<file path="src/rtl/sha1_text_overlay_if.sv">
// -----------------------------------------------------------------------------
// sha1_text_overlay_if
//   Digest handshake between a SHA1 producer and the text overlay.
//   i_digest        : 160-bit digest, bits 159:156 are the first hex character
//   i_digest_valid  : producer is offering i_digest
//   o_digest_ready  : overlay can take a digest this cycle
//   master modport  : digest producer
//   slave modport   : sha1_text_overlay
// -----------------------------------------------------------------------------
interface sha1_text_overlay_if;
    logic [159:0] i_digest;
    logic         i_digest_valid;
    logic         o_digest_ready;

    modport master (
        output i_digest,
        output i_digest_valid,
        input  o_digest_ready
    );

    modport slave (
        input  i_digest,
        input  i_digest_valid,
        output o_digest_ready
    );
endinterface

</file>
<file path="src/rtl/sha1_text_overlay.sv">
// -----------------------------------------------------------------------------
// sha1_text_overlay
//   Renders a 160-bit SHA1 digest as 40 hex characters (8x16 glyphs) in a
//   320x16 box on a 640x480-style pixel stream. A new digest is parked in a
//   shadow register and only copied to the display register at frame start,
//   so the text on screen never changes mid-frame.
//
//   Ports:
//     clk            : pixel clock, one pixel per cycle
//     rst            : synchronous, active-low reset
//     dig            : digest handshake (slave side of sha1_text_overlay_if)
//     i_pix_x/y      : pixel counters (x 0..799, y 0..524)
//     i_pix_active   : pixel is in the addressable region
//     o_red/green/blue : 4-bit colour, identical on all channels
//     o_pix_active   : i_pix_active delayed by 2 clk to match the colour
// -----------------------------------------------------------------------------
module sha1_text_overlay #(
    parameter int         TEXT_X0 = 208,
    parameter int         TEXT_Y0 = 259,
    parameter logic [3:0] FG      = 4'hF,
    parameter logic [3:0] BG      = 4'h2
) (
    input  logic                clk,
    input  logic                rst,
    sha1_text_overlay_if.slave  dig,
    input  logic [9:0]          i_pix_x,
    input  logic [9:0]          i_pix_y,
    input  logic                i_pix_active,
    output logic [3:0]          o_red,
    output logic [3:0]          o_green,
    output logic [3:0]          o_blue,
    output logic                o_pix_active
);

    // Box bounds in 11 bits so TEXT_X0+319 cannot wrap a 10-bit compare.
    localparam logic [10:0] X_LO = 11'(TEXT_X0);
    localparam logic [10:0] X_HI = 11'(TEXT_X0 + 319);
    localparam logic [10:0] Y_LO = 11'(TEXT_Y0);
    localparam logic [10:0] Y_HI = 11'(TEXT_Y0 + 15);

    typedef enum logic [1:0] {
        EMPTY,
        WAIT_FRAME,
        SHOW
    } state_t;

    // -------------------------------------------------------------------------
    // Font ROM: glyphs 0-9, A-F. Only rows 2..12 carry pixels; rows 0, 1, 13,
    // 14, 15 and column 7 (bit 0) are blank to space characters and lines.
    // Each constant holds rows 2..12, row 2 in the top byte.
    // -------------------------------------------------------------------------
    function automatic logic [7:0] font_row(input logic [3:0] glyph,
                                            input logic [3:0] row);
        logic [87:0] g;
        logic [6:0]  lsb;
        g = '0;
        case (glyph)
            4'h0: g = 88'h3C_42_42_46_4A_52_62_42_42_42_3C;
            4'h1: g = 88'h08_18_28_08_08_08_08_08_08_08_3E;
            4'h2: g = 88'h3C_42_02_02_04_08_10_20_40_40_7E;
            4'h3: g = 88'h3C_42_02_02_1C_02_02_02_02_42_3C;
            4'h4: g = 88'h04_0C_14_24_44_44_7E_04_04_04_04;
            4'h5: g = 88'h7E_40_40_40_7C_02_02_02_02_42_3C;
            4'h6: g = 88'h3C_42_40_40_7C_42_42_42_42_42_3C;
            4'h7: g = 88'h7E_02_02_04_04_08_08_10_10_20_20;
            4'h8: g = 88'h3C_42_42_42_3C_42_42_42_42_42_3C;
            4'h9: g = 88'h3C_42_42_42_42_3E_02_02_02_42_3C;
            4'hA: g = 88'h18_24_42_42_42_7E_42_42_42_42_42;
            4'hB: g = 88'h7C_42_42_42_7C_42_42_42_42_42_7C;
            4'hC: g = 88'h3C_42_40_40_40_40_40_40_40_42_3C;
            4'hD: g = 88'h78_44_42_42_42_42_42_42_42_44_78;
            4'hE: g = 88'h7E_40_40_40_40_7C_40_40_40_40_7E;
            4'hF: g = 88'h7E_40_40_40_40_7C_40_40_40_40_40;
            default: g = '0;
        endcase
        font_row = 8'h00;
        lsb      = '0;
        if (row >= 4'd2 && row <= 4'd12) begin
            // Row r lives at bits [96-8r +: 8].
            lsb      = 7'd96 - {row, 3'b000};
            font_row = g[lsb +: 8];
        end
    endfunction

    // -------------------------------------------------------------------------
    // Control FSM
    // -------------------------------------------------------------------------
    state_t       state, state_next;
    logic         ready_q;
    logic         shown;
    logic [159:0] shadow;
    logic [159:0] display;
    logic         capture;
    logic         transfer;
    logic         accept;
    logic         frame_start;

    assign accept      = dig.i_digest_valid && ready_q;
    assign frame_start = (i_pix_x == 10'd0) && (i_pix_y == 10'd0);

    // NOTE: every signal written here gets a default first, otherwise a path
    // that skips the assignment would infer a latch.
    always_comb begin
        state_next = state;
        capture    = 1'b0;
        transfer   = 1'b0;
        unique case (state)
            EMPTY: begin
                if (accept) begin
                    capture    = 1'b1;
                    state_next = WAIT_FRAME;
                end
            end
            WAIT_FRAME: begin
                if (frame_start) begin
                    transfer   = 1'b1;
                    state_next = SHOW;
                end
            end
            SHOW: begin
                // A frame start coinciding with an accept does not transfer;
                // the new digest waits for the next frame start.
                if (accept) begin
                    capture    = 1'b1;
                    state_next = WAIT_FRAME;
                end
            end
            default: state_next = EMPTY;
        endcase
    end

    // NOTE: sequential state uses non-blocking assignments so every register
    // sees the pre-edge values of the others, independent of statement order.
    always_ff @(posedge clk) begin
        if (!rst) begin
            state   <= EMPTY;
            ready_q <= 1'b0;
            shown   <= 1'b0;
            shadow  <= '0;
            display <= '0;
        end else begin
            state   <= state_next;
            // Registered so ready is held low during reset and rises on the
            // first edge after release.
            ready_q <= (state_next != WAIT_FRAME);
            if (capture) begin
                shadow <= dig.i_digest;
            end
            if (transfer) begin
                display <= shadow;
                shown   <= 1'b1;
            end
        end
    end

    assign dig.o_digest_ready = ready_q;

    // -------------------------------------------------------------------------
    // Stage 1: box hit and glyph addressing
    // -------------------------------------------------------------------------
    logic [10:0] x11, y11, dx, dy;
    logic        hit;

    assign x11 = {1'b0, i_pix_x};
    assign y11 = {1'b0, i_pix_y};
    assign dx  = x11 - X_LO;
    assign dy  = y11 - Y_LO;
    assign hit = (x11 >= X_LO) && (x11 <= X_HI) && (y11 >= Y_LO) && (y11 <= Y_HI);

    logic       s1_active;
    logic       s1_hit;
    logic [5:0] s1_char;
    logic [3:0] s1_row;
    logic [2:0] s1_col;

    always_ff @(posedge clk) begin
        if (!rst) begin
            s1_active <= 1'b0;
            s1_hit    <= 1'b0;
            s1_char   <= '0;
            s1_row    <= '0;
            s1_col    <= '0;
        end else begin
            s1_active <= i_pix_active;
            s1_hit    <= hit;
            s1_char   <= dx[8:3];
            s1_row    <= dy[3:0];
            s1_col    <= dx[2:0];
        end
    end

    // -------------------------------------------------------------------------
    // Stage 2: nibble select, font lookup, colour
    // -------------------------------------------------------------------------
    logic [7:0]   nib_lo;
    logic [159:0] nib_shift;
    logic [3:0]   nibble;
    logic [7:0]   row_bits;
    logic         glyph_bit;
    logic [3:0]   colour;

    // Character c occupies display[159-4c -: 4], i.e. its LSB is at 156-4c.
    assign nib_lo    = 8'd156 - {s1_char, 2'b00};
    assign nib_shift = display >> nib_lo;
    assign nibble    = nib_shift[3:0];
    assign row_bits  = font_row(nibble, s1_row);
    assign glyph_bit = row_bits[3'd7 - s1_col];

    always_comb begin
        colour = 4'h0;
        if (s1_active && s1_hit) begin
            colour = (shown && glyph_bit) ? FG : BG;
        end
    end

    always_ff @(posedge clk) begin
        if (!rst) begin
            o_red        <= 4'h0;
            o_green      <= 4'h0;
            o_blue       <= 4'h0;
            o_pix_active <= 1'b0;
        end else begin
            o_red        <= colour;
            o_green      <= colour;
            o_blue       <= colour;
            o_pix_active <= s1_active;
        end
    end

endmodule
</file>
<file path="src/flat_wrapper.sv">
// flat-port wrapper written by rule: the top's interface ports become plain ports
module sha1_text_overlay_flat 
#(
    parameter int         TEXT_X0 = 208,
    parameter int         TEXT_Y0 = 259,
    parameter logic [3:0] FG      = 4'hF,
    parameter logic [3:0] BG      = 4'h2
)
  (clk, rst, i_pix_x, i_pix_y, i_pix_active, o_red, o_green, o_blue, o_pix_active, dig_i_digest, dig_i_digest_valid, dig_o_digest_ready);
  sha1_text_overlay_if dig_i ();
  input  logic clk;
  input  logic rst;
  input  logic [9:0] i_pix_x;
  input  logic [9:0] i_pix_y;
  input  logic i_pix_active;
  output logic [3:0] o_red;
  output logic [3:0] o_green;
  output logic [3:0] o_blue;
  output logic o_pix_active;
  input wire logic [$bits(dig_i.i_digest)-1:0] dig_i_digest;
  input wire logic [$bits(dig_i.i_digest_valid)-1:0] dig_i_digest_valid;
  output wire logic [$bits(dig_i.o_digest_ready)-1:0] dig_o_digest_ready;
  assign dig_i.i_digest = dig_i_digest;
  assign dig_i.i_digest_valid = dig_i_digest_valid;
  assign dig_o_digest_ready = dig_i.o_digest_ready;
  sha1_text_overlay #(.TEXT_X0(TEXT_X0), .TEXT_Y0(TEXT_Y0), .FG(FG), .BG(BG)) u_core (.clk(clk), .rst(rst), .dig(dig_i), .i_pix_x(i_pix_x), .i_pix_y(i_pix_y), .i_pix_active(i_pix_active), .o_red(o_red), .o_green(o_green), .o_blue(o_blue), .o_pix_active(o_pix_active));
endmodule
</file>
<file path="config.mk">
export PLATFORM = sky130hd
export DESIGN_NAME = sha1_text_overlay_flat
export DESIGN_NICKNAME = d
export VERILOG_FILES = /design/src/rtl/sha1_text_overlay_if.sv /design/src/rtl/sha1_text_overlay.sv /design/src/flat_wrapper.sv
export SDC_FILE = /design/constraint.sdc
export NUM_CORES = 1
export LEC_CHECK = 0
export ABC_CLOCK_PERIOD_IN_PS = 10800
export BUFFER_PORTS_ARGS = -buffer_cell sky130_fd_sc_hd__buf_2
export CAP_MARGIN = 0
export CORE_MARGIN = 2
export CORE_UTILIZATION = 30
export CTS_CLUSTER_DIAMETER = 60
export DETAILED_ROUTE_END_ITERATION = 6
export SYNTH_ARGS = -nofsm -noshare
export SYNTH_HDL_FRONTEND = slang
export SYNTH_SLANG_ARGS = --single-unit
</file>
<file path="constraint.sdc">
create_clock -name clk -period 10.8 [get_ports clk]
set_clock_uncertainty 0.1 [all_clocks]
set_input_delay 1.08 -clock clk [delete_from_list [all_inputs] [get_ports clk]]
set_output_delay 1.08 -clock clk [all_outputs]
set_load 0.01 [all_outputs]
</file>
# Word level (Yosys, flattened, before mapping)
# Memories as Yosys holds them, arrays and structs flattened.
# Index checks and enable logic that the tools add are counted.
# totals
reg_bits,344
rom_bits,1008
in_bits,184
output_inout_bits,14
memories,1
# classes
addsub,5
n_lt_le_gt_ge,7
n_eq_ne,3
n_shift,2
n_mux,11
reduce_logical,13
# memory_table
name,depth,word_bits,read_ports,rd_ports_with_merged_regs,write_ports,line_no,text
(name not given),16,63,1,0,0,sha1_text_overlay.sv:57,case (glyph)
# ops
cell,n
160-bit by 8-bit right shift with 4-bit output,1
88-bit by 8-bit variable part select with 8-bit output,1
10-bit logical NOT,2
"10-bit by 8-bit greater-or-equal comparator with 1-bit output, second input constant",1
"10-bit by 9-bit greater-or-equal comparator with 1-bit output, second input constant",1
"10-bit <= comparator, second input constant",1
"10-bit by 9-bit <= comparator with 1-bit output, second input constant",1
"9-bit by 8-bit subtractor with 9-bit output, second input constant",1
1-bit logical AND,8
8-bit two-way mux,1
"8-bit subtractor, first input constant",1
"7-bit subtractor, first input constant",1
1-bit two-way mux,5
"4-bit by 2-bit greater-or-equal comparator with 1-bit output, second input constant",1
"4-bit <= comparator, second input constant",1
"3-bit by 4-bit less-than comparator with 1-bit output, second input constant",1
2-bit two-way mux,2
4-bit two-way mux,1
2-bit one-hot mux with 2 select lines,1
"4-bit by 2-bit subtractor with 4-bit output, second input constant",1
1-bit binary-select mux with 3-bit select,1
"3-bit subtractor, first input constant",1
"2-bit by 1-bit equality test with 1-bit output, second input constant",1
"2-bit equality test, second input constant",1
other kinds (4),4

# Depth between registers and ports, before layout
# Gate-level depths: netlist of the first run.
# An unclocked memory read counts as a cell.
# logic_depth
word_depth,9
depth_mapped,20

# Worst setup path after synthesis of the first run
# Ideal clock, no wire load.
# synth_timing
path_type,register to register
start,register u_core.s1_char[1]
end,register u_core.o_red[2]
setup_ps,117
arrival_time_ps,3555
required_time_ps,10583
slack_ps,7028
path_stages_with_launch,20
n_path_buf,4
period_less_slack_ps,3772
cell_sequence,dfxtp_1 > buf_4 > buf_6 > buf_4 > mux4_2 > a22o_1 > a311oi_1 > a211o_1 > o21ai_1 > inv_1 > ha_1 > clkbuf_1 > inv_1 > a21oi_1 > a21oi_1 > o211ai_1 > o311ai_0 > a211oi_1 > o221ai_1 > and4b_1
# synth_between
elab_chain_cells,9
# synth_rtl
element,line_no,text
from (decl),sha1_text_overlay.sv:172,logic [5:0] s1_char;
from (signal assigned),sha1_text_overlay.sv:186,s1_char <= dx[8:3];
8-bit subtractor,sha1_text_overlay.sv:203,"assign nib_lo = 8'd156 - {s1_char, 2'b00};"
160-bit by 8-bit right shift with 4-bit output,sha1_text_overlay.sv:204,assign nib_shift = display >> nib_lo;
memory 16 x 63 bit,--,
88-bit by 8-bit variable part select with 8-bit output,sha1_text_overlay.sv:81,font_row = g[lsb +: 8];
8-bit two-way mux,sha1_text_overlay.sv:78,if (row >= 4'd2 && row <= 4'd12) begin
1-bit binary-select mux with 3-bit select,sha1_text_overlay.sv:207,assign glyph_bit = row_bits[3'd7 - s1_col];
1-bit two-way mux (implied by the code),sha1_text_overlay.sv:207,
1-bit logical AND,sha1_text_overlay.sv:212,colour = (shown && glyph_bit) ? FG : BG;
4-bit two-way mux,sha1_text_overlay.sv:212,
to (signal assigned),sha1_text_overlay.sv:223,o_red <= colour;
to (decl),sha1_text_overlay.sv:29,"output logic [3:0] o_red,"
# Every way passes these cells. The select of a mux whose other input is x is not followed.
# A chain may end at the register's enable or synchronous reset.

# Final worst setup path of the first run
# layout_timing
start,register u_core.s1_char[2]
end,register u_core.o_red[2]
# Same word-level chain as after synthesis.

==> results of run 1 <==
power breakdown:
part           leakage (nW)  switching (W)  internal [W]
sequential             2.77      0.0000266       0.00130
combinational          2.72       0.000239      0.000120
clock                 0.694       0.000557      0.000859
total                  6.18       0.000823       0.00228
through the flow:
step                      setup slack [ns]  std cells  hold WS (ns)
after CTS                             5.67       2672         0.353
final                                 5.59       2672         0.350
after detailed placement              5.68       2599         0.342
after floorplan                       7.03       1880         0.321
after global placement                5.70       2599         0.336
after global routing                  5.18       2672         0.361
final cells by class:
type	count	area [µm²]
multi-input cells	1362	7150
clock buffers	60	1250
inverters	20	82.6
clock inverters	13	154
flip-flops and latches	342	6850
well taps	664	831
repair buffers	211	1090
fillers	5160	31300
Yosys cell counts, types with 7 or more instances:
| cell | n |
|---|---|
| mux2i_1 | 49 |
| ha_1 | 17 |
| o21ai_0 | 19 |
| buf_4 | 15 |
| nor2_1 | 36 |
| a21oi_1 | 349 |
| dfxtp_1 | 342 |
| inv_1 | 18 |
| a31oi_1 | 11 |
| o211ai_1 | 13 |
| and2_1 | 10 |
| buf_2 | 14 |
| nand3_1 | 19 |
| a22oi_1 | 17 |
| mux4_2 | 18 |
| clkbuf_1 | 119 |
| nor3_1 | 12 |
| nand2_1 | 677 |
| a311oi_1 | 7 |
critical path, delay by kind of cell (launching register included):
family / cells / cell delay [ns]
adders and majority gates: 1 / 0.50
AOI/OAI and AO/OA: 7 / 1.48
buffers and inverters: 1 / 0.31
DFF: 1 / 0.84
and+or+nand+nor: 4 / 1.85
sequential cells by signal, indices dropped and copies added, names as in the netlist:
signal                     cells
u_core.dig.o_digest_ready      1
u_core.display               160
u_core.o_pix_active            1
u_core.o_red                   2
u_core.s1_active               1
u_core.s1_char                 6
u_core.s1_col                  3
u_core.s1_hit                  1
u_core.s1_row                  4
u_core.shadow                160
u_core.shown                   1
u_core.state                   2
per-layer routing:
layer	vias to the layer above	global-route usage [%]	wire length (µm)
met4	0	5.62	1050
met2	274	29.1	21400
met3	65	2.59	1870
li1	6536	-	-
met5	-	0	0
met1	6317	24.0	21600
layout by cell type (no fill, tap or decap), types with 3 or more instances in the layout:
cell type  Yosys  final
nor4_1         4      4
dfxtp_1      342    340
o2111ai_1      5      5
buf_4         15     14
nand2_1      677    677
clkbuf_16      0     43
nand2b_1       4      4
and2_1        10     10
nor2_1        36     35
a31oi_1       11     11
o211ai_1      13     13
a2111oi_0      3      3
nand4_1        5      5
nand3b_1       3      3
a21oi_1      349    349
xor2_1         6      6
o21ai_1        3      3
mux4_2        18     18
a21o_1         3      3
mux2i_1       49     49
clkbuf_1     119      6
mux2_2         3      3
a211o_1        4      4
and3_1         4      4
o21ai_0       19     19
a41oi_1        3      3
nand3_1       19     19
clkinv_2       0      3
a22oi_1       17     17
a311oi_1       7      7
inv_1         18     18
nor2b_1        5      5
a211oi_1       4      4
nor3_1        12     11
inv_8          0      5
buf_2         14    197
clkbuf_8       0     11
o221ai_1       4      4
ha_1          17     17
worst paths after layout:
| path | startpoint | to |
|---|---|---|
| worst min-delay path | u_core.shadow[138] | u_core.display[138] |
| worst max register to register | u_core.s1_char[2] | u_core.o_red[2] |
| worst min register to register | u_core.shadow[138] | u_core.display[138] |
| worst max-delay path | u_core.s1_char[2] | u_core.o_red[2] |
cell families after synthesis:
logic type                 after synthesis  synth area share (%)
DFF                                    342                  46.4
xor gates and xnor gates                 9                 0.585
and+or+nand+nor                        796                  21.6
buffers and inverters                  176                  5.28
muxes                                   70                  6.30
AOI/OAI and AO/OA                      470                  18.4
adders and majority gates               17                  1.44
==> metrics, run 1 <==
status=finished clean; IO Pins=around 200; Slew Viols, Final=0; Die ar.=roughly 50,000 µm²; Max transition margin=21.9%; # DRC=0; Worst Tran Pin Value=around 1.2 ns; Worst EP arrival=roughly 5.6 ns; crit-path cells=nor2b_1 -> a22oi_1 -> nand3_1 -> a41oi_1 -> nor2_1 -> ha_1 -> inv_1 -> o211ai_1 -> o2111ai_1 -> a311oi_1 -> a311oi_1 -> o221ai_1 -> and4b_1; FP Rows=81; Core ar.=approximately 50,000 µm²; unrepaired setup endpoints after global routing=false; period utilization=between 40 and 50%; ratio of cells with drive above 1 in the final layout=15.9%; DP Area=between 15,000 and 20,000 µm²; ys flop type=dfxtp_1; root buffer cell=clkbuf_16; CTS tree=done; post-cts hold buffer count=0; crit path launch type=register; EDFF count, synth=0; Avg Inst Size Synth=~7.8 µm²; drt wl/cell=approximately 17 µm; Tmin final=roughly 5.2 ns; Max Cap Viol=0; Area growth syn-to-layout=18.0%; Post-Synthesis Cells=roughly 1.9k; post-route antenna net violation count=0; final hold violation count=0; Final Net Count=2,180; DP HPWL=about 32 mm; HP Class=reg -> reg; Clk Latency, worst-skew pair=between 0.5 and 0.6 ns; initial DRC count=slightly below 900; die width=~230 µm; total iterations of the first detailed-routing run=5; chip height=226 µm; final non-filler cell area=17,400 µm²; Crit. End Element=register; antenna fix cells=0; Mapped Area=between 10,000 and 15,000 µm²; flop-to-flop setup slack=around 5.6 ns; fin util=35.7%; hold path depth=2; Via density=around 4.9; Worst-path clk slew=about 0.060 ns; final setup fails=0; Yosys top cell by area=dfxtp_1; reg2reg path depth=13; Global Route Usage Sum=approximately 18%; largest net degree at the start of global routing=between 100 and 150; IO Port Bufs=~200; Netlist cell types=74; # Post-CTS Setup Buffers=0; top-area cell type share of the netlist area=between 40% and 50%; GRT overflow=0; total CTS buffers=42; top post-synthesis cells by area=dfxtp_1 46%, nand2_1 17%, a21oi_1 12%, mux2i_1 3.3%, clkbuf_1 3.0%; vias in the first global route=12.8k; first-pass GRT wire length=a little over 70 mm; Max Freq=192 MHz; post-synthesis sequential element count=around 340; CP max FO=18; setup_tns=0 ns; Leakage=6.18 nW; via count=roughly 13k; CP Class=reg -> reg; total power=~0.0031 W; VDD IR max=0.0941 mV; CTS H-Tree Depth=2; Synth Net Count=between 2k and 2.5k; CTS sink cnt=between 300 and 400; PD cells=around 180 nW/µm²; worst path required time=approximately 11 ns; initial antenna violation count=0; sequential-to-total area share from yosys stat=between 40% and 50%; asr flop ratio synth=0%; CTS resizes=0; synth warn=0; Largest stage delay, worst path=1.00 ns; Initial Util=around 30%; Max clock buf depth=3; Final Wtd Congestion=between 0.8 and 0.9; drt total wl=between 40 and 50 mm; most frequent CP cell=a311oi_1; master of the slowest instance on the critical path=nor2b_1
Power figures use the tool's default switching activity.
==> run 2, diff against run 1 <==
--- a/config.mk
+++ b/config.mk
@@ -5,7 +5,7 @@
 export SDC_FILE = /design/constraint.sdc
 export NUM_CORES = 1
 export LEC_CHECK = 0
-export ABC_CLOCK_PERIOD_IN_PS = 10800
+export ABC_CLOCK_PERIOD_IN_PS = 4200
 export BUFFER_PORTS_ARGS = -buffer_cell sky130_fd_sc_hd__buf_2
 export CAP_MARGIN = 0
 export CORE_MARGIN = 2
==> constraint.sdc (replaced) <==
create_clock -name clk -period 4.2 [get_ports clk]
set_clock_uncertainty 0.1 [all_clocks]
set_input_delay 0.42 -clock clk [delete_from_list [all_inputs] [get_ports clk]]
set_output_delay 0.42 -clock clk [all_outputs]
set_load 0.01 [all_outputs]
==> run 2 against run 1 <==
Global-route usage grew 0.83 points. Design area increased by 9.2%. Critical endpoint unchanged. Combinational power rose to 3.2 times the previous value. Critical path type unchanged. Utilization is 3.3 points higher. Clock-buffer cell count fell by 11. Flip-flop and latch count unchanged. Largest power group is now registers. Sequential share of layout area down 3.3 points.
==> metrics, run 2 (synthesis gave the netlist of run 1 again) <==
most frequent CP cell=buf_4; reg2reg path depth=13 (unchanged); initial antenna violation count=0 (unchanged); crit-path cells=buf_4 -> mux4_2 -> a311oi_2 -> a211o_1 -> o21ai_1 -> buf_4 -> ha_1 -> a2111oi_4 -> a41oi_1 -> a311o_1 -> o32a_1 -> o2111ai_1 -> and4b_1; part of the power in registers=43.1% (+0.4 points); Worst EP arrival=4.36 ns (-1.19 ns); CP max FO=9 (-9); FF-to-FF Start=u_core.s1_char[0]; Final Non-Filler Cells=2,828 (+5.8%); root buffer cell=clkbuf_16; worst path required time=4.58 ns (-6.56 ns); Worst-path clk slew=0.06 ns (about the same); setup_tns=0 ns (unchanged); Clk Latency, worst-skew pair=0.58 ns (+0.02 ns); Max Freq=251 MHz (+31%); Die ar.=51,000 µm² (unchanged); Final Wtd Congestion=0.860 (+4.4%); status=finished clean; Final Net Count=2,341 (+7.4%); via count=13.9k (+5.3%); Gate power share=14.4% (+2.8 points); first-pass GRT wire length=74.6 mm (+4.3%); crit path launch type=register; FP Rows=81 (unchanged); CP bufs+invs=2 (+1); final setup fails=0 (unchanged); Global Route Usage Sum=18.6% (+0.83 points); CTS H-Tree Depth=2 (unchanged); fill count=4,985 (-3.4%); Largest stage delay, worst path=0.52 ns (-0.48 ns); clock share of power=42.5% (-3.2 points); Max clock buf depth=3 (unchanged); DP HPWL=33.7 mm (+6.3%); Via density=4.91 (-0.50%); die width=226 µm (unchanged); IO Pins=198 (unchanged); CTS sink cnt=342 (unchanged); Initial Util=30.3% (unchanged); initial DRC count=852 (-3.1%); vias in the first global route=13.5k (+5.5%); Worst Tran Pin Value=1.03 ns (-0.137 ns); DP Area=16,500 µm² (+3.2%); biggest regs=u_core.display (160), u_core.shadow (160), u_core.s1_char (6); largest net degree at the start of global routing=161 (+9.5%); Int Pwr=0.00575 W (+150%); Crit. End Element=register; IO Port Bufs=197 (unchanged); M1 WL=22.2 mm (+2.9%); HP Class=in -> reg; total power=0.00789 W (+150%); Tmin final=3.98 ns (-1.23 ns); total iterations of the first detailed-routing run=5 (unchanged); total CTS buffers=40 (-4.8%); unrepaired setup endpoints after global routing=false; GRT overflow=0 (unchanged); Slew Viols, Final=0 (unchanged); ratio of cells with drive above 1 in the final layout=16.8% (+0.93 points); CTS tree=done; met2 routed WL=23.1 mm (+8.3%); most frequent cells in the layout=677 x nand2_1, 349 x a21oi_1, 340 x dfxtp_1; Routed met3 length=1.73 mm (-7.2%); CP Class=reg -> reg; Leakage=6.88 nW (+11%); drt total wl=48.0 mm (+4.7%); drt wl/cell=17.0 µm (-1.1%); max layer used=met4; post-route antenna net violation count=0 (unchanged); Hold Path Sink=u_core.shadow[15]; master of the slowest instance on the critical path=mux4_2; final hold violation count=0 (unchanged); # DRC=0 (unchanged); startpoint of the worst hold path=dig_i_digest[15]; PD cells=415 nW/µm² (+130%); Max transition margin=31.2% (+9.3 points); cell family with most CP delay=compound AO/OA/AOI/OAI gates; Switching Share=27.1% (+0.56 points); commonest non-fill, non-tap cell in the layout=nand2_1; VDD IR max=0.290 mV (+210%); final non-filler cell area=19,000 µm² (+9.2%); hold path depth=3 (+1); Max Cap Viol=0 (unchanged); Core ar.=48,700 µm² (unchanged); flop-to-flop setup slack=0.22 ns (-5.37 ns); period utilization=94.7% (+46 points); P_sw=0.00214 W (+160%); capturing point of the worst reg2reg path=u_core.o_red[2]; Area growth syn-to-layout=28.8%; placed cells=2,643 (+1.7%); antenna fix cells=0 (unchanged); chip height=226 µm (unchanged)
==> run 2: worst max path at each step <==
stage	cells past startpoint	to	from	slack [ns]
3_3_place_gp	13	u_core.o_red[2]	u_core.s1_char[0]	0.14
6_report	13	u_core.o_red[2]	u_core.s1_char[0]	0.22
5_1_grt	15	u_core.o_red[2]	u_core.s1_char[3]	0.009
4_1_cts	13	u_core.o_red[2]	u_core.s1_char[0]	0.04
3_5_place_dp	14	u_core.o_red[2]	u_core.s1_char[0]	0.12
2_1_floorplan	19	u_core.o_red[2]	u_core.s1_char[1]	0.43
==> run 2: worst min-delay path, cell delays in order <==
cell	delay, ns
buf_2	0.10
nand2_1	0.08
a21oi_1	0.06
==> run 2: power groups by stage <==
| stage | clock network [W] | logic (W) | registers, W |
|---|---|---|---|
| 2_1_floorplan | 0 | 0.000631 | 0.00344 |
| 5_1_grt | 0.00356 | 0.00125 | 0.00341 |
| 6_report | 0.00335 | 0.00114 | 0.00340 |
| 4_1_cts | 0.00342 | 0.00112 | 0.00340 |
| 3_3_place_gp | 0 | 0.00104 | 0.00347 |
| 3_5_place_dp | 0 | 0.00104 | 0.00347 |
==> run 2: layer usage <==
metal / global-route usage [%] / vias to the layer above
li1: - / 6839
met1: 24.8 / 6674
met4: 5.32 / 0
met3: 2.07 / 57
met2: 31.5 / 322
met5: 0 / -
==> run 2: per-stage QoR <==
step                hold slack, ns  util [%]  setup WS, ns
floorplan                    0.321         -         0.428
global placement             0.337      33.9         0.141
detailed placement           0.337      33.9         0.121
CTS                        0.00155      38.9        0.0413
global route                0.0126      39.0       0.00942
finish                      0.0230      39.0         0.223
==> run 2: final cells by class <==
class                           instances  area, µm²  share of cell area (%)
Tap cell                              664        831                    4.37
Multi-Input combinational cell       1362       7190                    37.8
Sequential cell                       342       6850                    36.1
Inverter                               20       82.6                   0.434
Clock inverter                         17        205                    1.08
Timing Repair Buffer                  374       2790                    14.7
Clock buffer                           49       1050                    5.55
==> run 2: timing repair <==
action                                  in CTS  in global routing
hold endpoints to repair                   118                  0
hold buffers                               118                  0
resized for setup                            0                 10
endpoints found under the setup margin       0                  1
buffers inserted                             0                  1
